**config.mk**
```make
export PLATFORM = sky130hd
export DESIGN_NAME = regfile_wb_sched
export DESIGN_NICKNAME = d
export VERILOG_FILES = /design/src/rtl/regfile_pkg.sv /design/src/rtl/rr_arbiter.sv /design/src/rtl/regfile_wb_sched.sv
export SDC_FILE = /design/constraint.sdc
export NUM_CORES = 1
export LEC_CHECK = 0
export CAP_MARGIN = 10
export CORE_MARGIN = 3
export CORE_UTILIZATION = 30
export CTS_BUF_LIST = sky130_fd_sc_hd__clkbuf_8
export CTS_CLUSTER_DIAMETER = 200
export DETAILED_ROUTE_END_ITERATION = 6
export HOLD_SLACK_MARGIN = 0.03
export PLACE_DENSITY_LB_ADDON = 0.12
export SLEW_MARGIN = 20
export SYNTH_ARGS = -nofsm -noshare
export SYNTH_HDL_FRONTEND = slang
export SYNTH_SLANG_ARGS = --single-unit
export TNS_END_PERCENT = 10
```
**constraint.sdc**
```tcl
create_clock -name clk -period 5.87 [get_ports clk]
set_clock_uncertainty 0.1 [all_clocks]
set_input_delay 1.761 -clock clk [delete_from_list [all_inputs] [get_ports clk]]
set_output_delay 1.761 -clock clk [all_outputs]
set_load 0.02 [all_outputs]
```
**src/rtl/regfile_pkg.sv**
```systemverilog
// Shared types for the register file and its writeback path.
package regfile_pkg;

  localparam int XLEN = 32;
  localparam int NREG = 32;
  localparam int RA_W = 5;

  typedef logic [RA_W-1:0] reg_addr_t;
  typedef logic [XLEN-1:0] word_t;

  typedef struct packed {
    reg_addr_t addr;
    word_t     data;
  } wb_req_t;

endpackage

```
**src/rtl/rr_arbiter.sv**
```systemverilog
// Round-robin arbiter: grants the first requester found scanning from ptr upward, wrapping at N-1.
module rr_arbiter #(
  parameter int N = 3
) (
  input  logic [N-1:0]         req,
  input  logic [$clog2(N)-1:0] ptr,
  output logic [N-1:0]         gnt,
  output logic [$clog2(N)-1:0] gnt_idx
);

  localparam int IW = $clog2(N);

  // Priority scan starting at ptr; at most one grant bit is ever set.
  always_comb begin
    int  idx;
    logic found;
    gnt     = '0;
    gnt_idx = '0;
    found   = 1'b0;
    idx     = 0;
    for (int k = 0; k < N; k++) begin
      idx = int'(ptr) + k;
      if (idx >= N) idx = idx - N;
      if (!found && req[idx]) begin
        found        = 1'b1;
        gnt[idx]     = 1'b1;
        gnt_idx      = IW'(idx);
      end
    end
  end

endmodule

```
**src/rtl/regfile_wb_sched.sv**
```systemverilog
// Writeback scheduler for the single regfile write port, plus a pending-producer
// scoreboard that flags read hazards and write-after-write issue conflicts to decode.
module regfile_wb_sched
  import regfile_pkg::*;
#(
  parameter int NSRC      = 3,
  parameter bit ZERO_HARD = 1'b1
) (
  input  logic                  clk,
  input  logic                  rstn,
  input  logic      [NSRC-1:0]  src_valid,
  output logic      [NSRC-1:0]  src_ready,
  input  reg_addr_t [NSRC-1:0]  src_addr,
  input  word_t     [NSRC-1:0]  src_data,
  output logic                  we3,
  output reg_addr_t             wa3,
  output word_t                 wd3,
  input  logic                  iss_valid,
  input  reg_addr_t             iss_rd,
  output logic                  iss_ready,
  input  reg_addr_t             ra1,
  input  reg_addr_t             ra2,
  output logic                  hazard1,
  output logic                  hazard2,
  output logic                  idle
);

  localparam int PW = $clog2(NSRC);

  logic [PW-1:0]   rr_ptr_q, rr_ptr_d;
  logic [PW-1:0]   gnt_idx;
  logic [NSRC-1:0] gnt;
  logic            xfer;
  logic            drop;
  logic            iss_fire;
  wb_req_t         req_g;

  logic            we3_q, we3_d;
  wb_req_t         wr_q, wr_d;
  logic [NREG-1:0] pend_q, pend_d;

  rr_arbiter #(.N(NSRC)) u_arb (
    .req     (src_valid),
    .ptr     (rr_ptr_q),
    .gnt     (gnt),
    .gnt_idx (gnt_idx)
  );

  // Grants are forced low during reset so nothing transfers while the scoreboard is cleared.
  assign src_ready = gnt & {NSRC{rstn}};
  assign xfer      = |src_ready;
  assign req_g     = '{addr: src_addr[gnt_idx], data: src_data[gnt_idx]};
  assign drop      = ZERO_HARD && (req_g.addr == '0);

  // Issue readiness ignores a same-cycle clear of iss_rd to keep this path short.
  assign iss_ready = (ZERO_HARD && (iss_rd == '0)) || !pend_q[iss_rd];
  assign iss_fire  = iss_valid && iss_ready && (!ZERO_HARD || (iss_rd != '0));

  // The we3 term covers the cycle after pending clears but before the regfile commits.
  assign hazard1 = (!ZERO_HARD || (ra1 != '0)) && (pend_q[ra1] || (we3_q && (wr_q.addr == ra1)));
  assign hazard2 = (!ZERO_HARD || (ra2 != '0)) && (pend_q[ra2] || (we3_q && (wr_q.addr == ra2)));
  assign idle    = !(|pend_q) && !we3_q;

  assign we3 = we3_q;
  assign wa3 = wr_q.addr;
  assign wd3 = wr_q.data;

  // Next-state: arbiter pointer, write-port staging and scoreboard set/clear (set wins).
  always_comb begin
    rr_ptr_d = rr_ptr_q;
    we3_d    = 1'b0;
    wr_d     = wr_q;
    pend_d   = pend_q;
    if (xfer) begin
      rr_ptr_d = (gnt_idx == PW'(NSRC - 1)) ? '0 : gnt_idx + PW'(1);
      pend_d[req_g.addr] = 1'b0;
      if (!drop) begin
        we3_d = 1'b1;
        wr_d  = req_g;
      end
    end
    if (iss_fire) pend_d[iss_rd] = 1'b1;
  end

  // State registers with asynchronous active-low reset.
  always_ff @(posedge clk or negedge rstn) begin
    if (!rstn) begin
      rr_ptr_q <= '0;
      we3_q    <= 1'b0;
      wr_q     <= '0;
      pend_q   <= '0;
    end else begin
      rr_ptr_q <= rr_ptr_d;
      we3_q    <= we3_d;
      wr_q     <= wr_d;
      pend_q   <= pend_d;
    end
  end

endmodule

```
# After elaboration in Yosys (flattened, before gate mapping)
# Cells that the tools add are included.
# op_classes
add_sub_neg,6
order_cmp,16
n_eq_ne,3
mux,45
bitwise_logic,7
n_reduce_logical,30
# ops
operator,count
$mux 32,6
$ge 32x1->1 const B,3
$lt 32x4->1 const B,3
$bmux 32 s2,1
$ge 32x3->1 const B,2
$sub 32x3->32 const B,2
$and 32x32->32,1
$not 32->32,1
$or 32x32->32,1
$reduce_or 32->1,1
$lt 5x6->1 const B,4
$mux 1,18
$bmux 1 s5,3
$reduce_bool 5->1,3
$logic_and 1x1->1,14
$bmux 5 s2,1
$demux 1 s5,2
$eq 5x5->1,2
$ge 5x1->1 const B,2
$logic_not 5->1,2
$mux 3,3
$mux 2,4
$bmux 1 s2,3
$demux 1 s2,3
other kinds (15),22
# word_totals
register_bits,72
output_inout_bits,45
word_cells,112

# Longest topological paths before layout
# Gate-level depths: netlist of run 1.
# logic_depth
ltp_word,23
depth_mapped,15
mapped_depth_nobuf,10

# Hierarchy
# Synthesis of run 1 repeated with hierarchy kept, for this count alone.
# unflattened
cells_unflattened,495
hier_area_um2,5131.2
# modules_own_cells
mod,instances,cells_each,area_each_um2
regfile_wb_sched,1,443,4798.4
rr_arbiter,1,52,332.8

# Least setup slack after synthesis of run 1
# Ideal clock, no wire load.
# synth_path
path_kind,input port to output port
from,input ra2[0]
to,output hazard2
arrival_ns,3.614
required_time_ns,4.009
path_slack_ns,0.395
cell_stages,5
cell_sequence,clkbuf_1 -> mux4_2 -> mux4_2 -> o21ai_0 -> o21ai_0
# synth_via
elab_chain_cells,4
elab_cells_between_ends,7
# synth_rtl
item,line_no,text
"start, declared",regfile_wb_sched.sv:22,"input reg_addr_t ra2,"
$bmux 1 s5 / $eq 5x5->1 (equally long branches),regfile_wb_sched.sv:61,assign hazard2 = (!ZERO_HARD || (ra2 != '0)) && (pend_q[ra2] || (we3_q && (wr_q.addr == ra2)));
$mux 1 (not written as such) / $logic_and 1x1->1 (equally long branches),regfile_wb_sched.sv:61,
$logic_or 1x1->1,regfile_wb_sched.sv:61,
$logic_and 1x1->1 (*),regfile_wb_sched.sv:61,
"end, declared",regfile_wb_sched.sv:24,"output logic hazard2,"
# Mark *: on every way between the ends. The rest lies on a longest branch, timed or not. The select of a mux whose other input is x is not followed.

# Final worst setup path of run 1
# layout_path
from,input ra1[0]
to,output hazard1
# layout_via
elab_chain_cells,4
elab_cells_between_ends,7
# layout_rtl
item,line_no,text
"start, declared",regfile_wb_sched.sv:21,"input reg_addr_t ra1,"
$bmux 1 s5 / $eq 5x5->1 (equally long branches),regfile_wb_sched.sv:60,assign hazard1 = (!ZERO_HARD || (ra1 != '0)) && (pend_q[ra1] || (we3_q && (wr_q.addr == ra1)));
$mux 1 (not written as such) / $logic_and 1x1->1 (equally long branches),regfile_wb_sched.sv:60,
$logic_or 1x1->1,regfile_wb_sched.sv:60,
$logic_and 1x1->1 (*),regfile_wb_sched.sv:60,
"end, declared",regfile_wb_sched.sv:23,"output logic hazard1,"
# Marks and branches as above.

==> results of run 1 <==
[state kept, by name (all words and copies together), names as in the netlist]
name,count
pend_q,32
rr_ptr_q,2
wa3,5
wd3,32
we3,1
[layout make-up]
cell class,count,area (sq um),area share (%)
Timing Repair Buffer,203,1990,26.0
Sequential cell,72,1800,23.5
Inverter,13,48.8,0.637
Multi-Input combinational cell,405,3290,43.0
Tap cell,220,275,3.59
Clock buffer,10,138,1.80
Clock inverter,6,108,1.40
[layout by cell type (no fill, tap or decap), types with 3 or more instances in the layout]
| cell | instances |
|---|---|
| or3_1 | 5 |
| and3_1 | 5 |
| mux2i_1 | 39 |
| nor2_1 | 5 |
| ha_1 | 4 |
| o31ai_1 | 5 |
| mux2_2 | 7 |
| a31o_2 | 3 |
| nor2b_1 | 5 |
| a21oi_1 | 8 |
| a211oi_1 | 3 |
| nand4_1 | 3 |
| buf_12 | 3 |
| nor3_1 | 6 |
| nand2b_1 | 3 |
| nand3_1 | 16 |
| inv_1 | 14 |
| o21ai_0 | 99 |
| o22ai_1 | 4 |
| nand3b_1 | 5 |
| clkdlybuf4s50_1 | 172 |
| nor4_1 | 12 |
| a32oi_1 | 4 |
| buf_4 | 25 |
| o21a_1 | 3 |
| nand2_1 | 60 |
| bufinv_16 | 3 |
| dfrtp_1 | 72 |
| xor2_1 | 8 |
| mux4_2 | 28 |
| clkbuf_8 | 10 |
| mux2_4 | 26 |
[cells by family (layout without fill, tap and decap cells)]
kind of cell,count (synthesis),count (layout)
AO/OA/AOI/OAI,154,154
AND/OR/NAND/NOR,137,137
multiplexers,100,100
flip-flops,72,72
buffers and inverters,44,232
XOR/XNOR,10,10
adder cells (fa/ha/maj),4,4
[metrics by stage]
step | setup slack [ns] | hold slack, ns | utilization [%]
4_1_cts | 0.0320 | 0.416 | 45.2
3_5_place_dp | -0.199 | 0.394 | 43.7
5_1_grt | -0.0384 | 0.435 | 45.2
6_report | 0.0579 | 0.410 | 45.2
3_3_place_gp | -0.169 | 0.395 | 43.7
2_1_floorplan | 0.395 | 0.400 | -
[synthesized netlist by cell type (4+ instances only)]
cell type and n:
inv_1 13, xor2_1 8, nand2_1 60, mux2_4 26, mux2_2 7, clkbuf_1 19, a21oi_1 9, nor4_1 12
mux2i_1 39, and3_1 5, ha_1 4, mux4_2 28, a32oi_1 4, o21a_1 4, nor3_1 6, o22ai_1 4
o31ai_1 5, nand3b_1 5, nor2_1 7, or3_1 5, nor2b_1 5, nand3_1 16, o21ai_0 99, dfrtp_1 72
[what timing repair did]
action | in CTS | in global routing
hold buffers | 0 | 0
endpoints found under the setup margin | 3 | 5
resized for setup | 3 | 7
buffers inserted | 0 | 0
[final timing paths]
| path | start | end | slack (ns) |
|---|---|---|---|
| setup / recovery | ra1[0] | hazard1 | 0.06 |
| hold / removal | wd3[16]$_DFFE_PN0P_ | wd3[16]$_DFFE_PN0P_ | 0.41 |
| setup reg to reg | rr_ptr_q[1]$_DFFE_PN0N_ | wd3[18]$_DFFE_PN0P_ | 1.86 |
| hold reg to reg | wd3[16]$_DFFE_PN0P_ | wd3[16]$_DFFE_PN0P_ | 0.41 |
| max in group asynchronous | rstn | pend_q[20]$_DFF_PN0_ | 3.47 |
| min in group asynchronous | rstn | wd3[25]$_DFFE_PN0P_ | 1.60 |
[per-layer routing]
metal / share of wire, % / routed length [um]
met5: 0 / 0
met3: 7.9 / 1450
met1: 41 / 7490
met2: 49 / 9070
met4: 2.3 / 416
[power groups by stage]
stage	clock, mW	combinational [mW]	sequential, mW
2_1_floorplan	0	1.94	1.09
3_3_place_gp	0	2.90	1.07
3_5_place_dp	0	2.94	1.07
4_1_cts	0.505	2.93	1.07
5_1_grt	0.528	3.17	1.11
6_report	0.489	2.92	1.09
==> impl_metrics.yaml, run 1 <==
outcome:
  status: "complete, no violations"
placement:
  postPlaceCellArea_sq_um: 7410
  gp_congestion: 0.917
  io_buffers: 176
  dp_hpwl_um: 14100
  dp_cells: 913
cts:
  cts_buffers: 9
  root_buffer: "clkbuf_8"
  clock_latency_ns: 0.36
  tritoncts: "built"
  htreeDepth: 3
  cts_sinks: 72
  clock_path_buffers: 2
  clk_pin_slew_ns: 0.07
critical_path:
  critPathKind: "primary input to output port"
  setup.worst_path.end_class: "output port"
  path_buf_inv: 3
  crit_family: "buffers and inverters"
  critical_path.max_fanout: 10
  r2r_cells: 12
  cp.required_ns: 4.01
  slowest_stage: "clkdlybuf4s50_1"
  crit_chain: "clkdlybuf4s50_1, buf_12, mux4_2, mux4_2, o21ai_0, o21ai_0, clkdlybuf4s15_1"
  slowest_delay_ns: 0.51
  path_depth: 7
  critPathArrivalTime_ns: 3.95
  cp-start-kind: "primary input"
power:
  p_comb_share_pct: 64.9
  ir_drop_uv: 299
  p_switching_mw: 1.99
  seqPwrFrac_pct: 24.2
  p_sw_share_pct: 44.3
  intPower_mw: 2.50
  p_total_mw: 4.49
  pwr_density_cell_nw_per_um2: 587
  leakage_nw: 3.16
  clockPowerShare_pct: 10.9
logic_synthesis:
  synth_flop_cell: "dfrtp_1"
  muxShareOfSynthArea_pct: 28.1
  async_reset_ff_share_pct: 100
  syn_inst: 521
  syn_nets: 657
  ys_seq_elements: 72
  synth_top_family_by_area: "multiplexers"
  synth-compound-area-share_pct: 17.9
  synth_fa_ha_area_share_pct: 0.944
  yosys-top-cells-area: "dfrtp_1 (34%), mux4_2 (12%), o21ai_0 (9.3%), mux2i_1 (7.4%), mux2_4 (7.4%)"
  synth_top_cell_area_share_pct: 34.0
  syn_area_sq_um: 5300
  yosys.area.top_type: "dfrtp_1"
  yosys.area_share.xor_xnor_pct: 1.65
  synth-edff-count: 0
  yosysSeqAreaShare_pct: 34.0
  synth_warnings: 0
  yosys.area_share.simple_pct: 13.0
  synth_cell_types: 61
  avgSynthCellArea_sq_um: 10.2
layout:
  final_area_sq_um: 7660
  diodes: 0
  fillers: 1578
  fin_nets: 840
  final_cells: 929
  layout-drive-gt1-share_pct: 17.2
  syn2layout_area_growth_pct: 44.4
drt:
  ant_nets: 0
  post-route-drc-count: 0
  viasPerCell: 5.45
  vias: 5062
  drtIter0Drc: 395
  dr.pass1.iters: 5
  routed_wl_um: 18400
  route.detailed.wl_per_inst_um: 19.8
job:
  cap_viol_max_count: 0
global_routing:
  grt_max_degree: 73
  use_met3_pct: 5.10
  use_met2_pct: 32.3
  grt_busiest_layer: "met2"
  antenna_found_initial: 0
  grtUsageTotal_pct: 19.1
  grt_pass1_wl_um: 29500
  grt-ovfl-total: 0
  first_global_vias: 5388
  gr-usage-met1_pct: 23.7
die:
  die_x_um: 139
  rows: 47
  dieArea_sq_um: 19300
  coreArea_sq_um: 16900
  ios: 177
  start_util_pct: 31.3
  die_h_um: 139
sta:
  max_clock_freq_mhz: 172
  worst_pin_slew_ns: 1.02
  relSlewSlack_pct: 31.5
  fin_tns_setup_ns: 0
  hold_viol: 0
  post-route-period-util_pct: 99.0
  drv_slew: 0
  setup_viol: 0
  fin_crit_ns: 5.81
  rsz0062_at_grt: "yes"
min_path:
  min_delay_path_depth: 1
  hp-class: "register to register"
No activity file was read; power rests on OpenSTA's default activity.
==> run 2, diff against run 1 <==
--- a/config.mk
+++ b/config.mk
@@ -8,7 +8,7 @@
 export CAP_MARGIN = 10
 export CORE_MARGIN = 3
 export CORE_UTILIZATION = 30
-export CTS_BUF_LIST = sky130_fd_sc_hd__clkbuf_8
+export CTS_BUF_LIST = sky130_fd_sc_hd__clkbuf_2 sky130_fd_sc_hd__clkbuf_4 sky130_fd_sc_hd__clkbuf_8
 export CTS_CLUSTER_DIAMETER = 200
 export DETAILED_ROUTE_END_ITERATION = 6
 export HOLD_SLACK_MARGIN = 0.03
==> impl_metrics.yaml, run 2 (synthesized netlist as in run 1, its figures left out) <==
layout:
  syn2layout_area_growth_pct: 44.5
  register_area_sq_um: 1800
  fin_nets: 840
  layout-drive-gt1-share_pct: 17.3
  final_area_sq_um: 7660
  final_cells: 929
  fillers: 1576
  layout_commonest_cell: "clkdlybuf4s50_1"
  diodes: 0
  mostFrequentLayoutCells: "clkdlybuf4s50_1 (172), o21ai_0 (99), dfrtp_1 (72)"
  postLayoutCoreUtil_pct: 45.2
  multi_input_area_sq_um: 3290
drt:
  viasPerCell: 5.46
  route.detailed.wl_per_inst_um: 19.8
  routed_wl_um: 18400
  ant_nets: 0
  post-route-drc-count: 0
  drtIter0Drc: 399
  dr.pass1.iters: 5
  vias: 5072
sta:
  max_clock_freq_mhz: 172
  setup_viol: 0
  rsz0062_at_grt: "yes"
  hold_ws_ns: 0.410
  hold_viol: 0
  drv_slew: 0
  post-route-period-util_pct: 99.0
  worst_pin_slew_ns: 1.02
  fin_crit_ns: 5.81
  relSlewSlack_pct: 31.5
  fin_tns_setup_ns: 0
die:
  coreArea_sq_um: 16900
  dieArea_sq_um: 19300
  rows: 47
  ios: 177
  start_util_pct: 31.3
  die_h_um: 139
  die_x_um: 139
placement:
  gp_congestion: 0.917
  dp_hpwl_um: 14100
  postPlaceCellArea_sq_um: 7410
  io_buffers: 176
  dp_cells: 913
global_routing:
  grt-ovfl-total: 0
  grt_max_degree: 73
  grt_pass1_wl_um: 29500
  first_global_vias: 5392
  antenna_found_initial: 0
  grtUsageTotal_pct: 19.1
min_path:
  hp-class: "register to register"
cts:
  clock_latency_ns: 0.36
  cts_buffers: 9
  clk_pin_slew_ns: 0.07
  htreeDepth: 3
  cts_sinks: 72
  cts_setup_buffers: 0
  tritoncts: "built"
  clock_path_buffers: 2
  root_buffer: "clkbuf_8"
outcome:
  status: "complete, no violations"
critical_path:
  setup.worst_path.end_class: "output port"
  cp.required_ns: 4.01
  critPathKind: "primary input to output port"
  cp-start-kind: "primary input"
  critPathArrivalTime_ns: 3.95
  critical_path.max_fanout: 10
power:
  leakage_nw: 3.16
  ir_drop_uv: 299
  pwr_density_cell_nw_per_um2: 587
job:
  cap_viol_max_count: 0
run 2: cell count changes in the layout (fill, tap and decap cells not counted), sizes merged:
cell	delta
clkbuf	+1
inv	-1
run 2: worst max-delay path: stages:
cell and delay, ns:
clkdlybuf4s50_1 0.51, buf_12 0.15, mux4_2 0.49, mux4_2 0.46, o21ai_0 0.16, o21ai_0 0.11, clkdlybuf4s15_1 0.30
run 2: per-layer routing:
| metal | wire [um] | up-vias | global-route usage [%] |
|---|---|---|---|
| met2 | 9090 | 264 | 32.4 |
| met5 | 0 | - | 0 |
| met4 | 398 | 0 | 6.02 |
| li1 | - | 2354 | - |
| met1 | 7430 | 2419 | 23.7 |
| met3 | 1520 | 35 | 5.10 |
run 2: path summary, 6_finish.rpt:
path                                          from  slack (ns)  cells after the start              endpoint
max                                         ra1[0]        0.06                      7               hazard1
min                            wd3[16]$_DFFE_PN0P_        0.41                      1   wd3[16]$_DFFE_PN0P_
min in group asynchronous                     rstn        1.59                      2   wd3[25]$_DFFE_PN0P_
min reg2reg                    wd3[16]$_DFFE_PN0P_        0.41                      1   wd3[16]$_DFFE_PN0P_
max reg2reg                rr_ptr_q[1]$_DFFE_PN0N_        1.86                     12   wd3[18]$_DFFE_PN0P_
max in group asynchronous                     rstn        3.48                      2  pend_q[20]$_DFF_PN0_
run 2: stage by stage:
stage          power (mW)  setup WS (ns)
6_report             4.50         0.0587
2_1_floorplan        3.03          0.395
5_1_grt              4.81        -0.0384
3_5_place_dp         4.01         -0.199
3_3_place_gp         3.97         -0.169
4_1_cts              4.51         0.0320
run 2: repair_timing:
item | CTS | global route
pin swaps | 0 | 0
resized for setup | 3 | 7
hold buffers | 0 | 0
setup endpoints to repair | 3 | 5
run 2: where the power goes:
part,leakage [nW],internal (mW),switching [mW]
Clock,0.127,0.299,0.197
Combinational,2.15,1.45,1.46
Sequential,0.884,0.756,0.328
run 2: cell type report:
class                      count  share of cell area [%]
multi-input combinational    405                    43.0
timing repair buffer         203                    26.0
sequential                    72                    23.5
tap                          220                    3.59
clock buffer                  11                    1.89
clock inverter                 5                    1.36
inverter                      13                   0.637
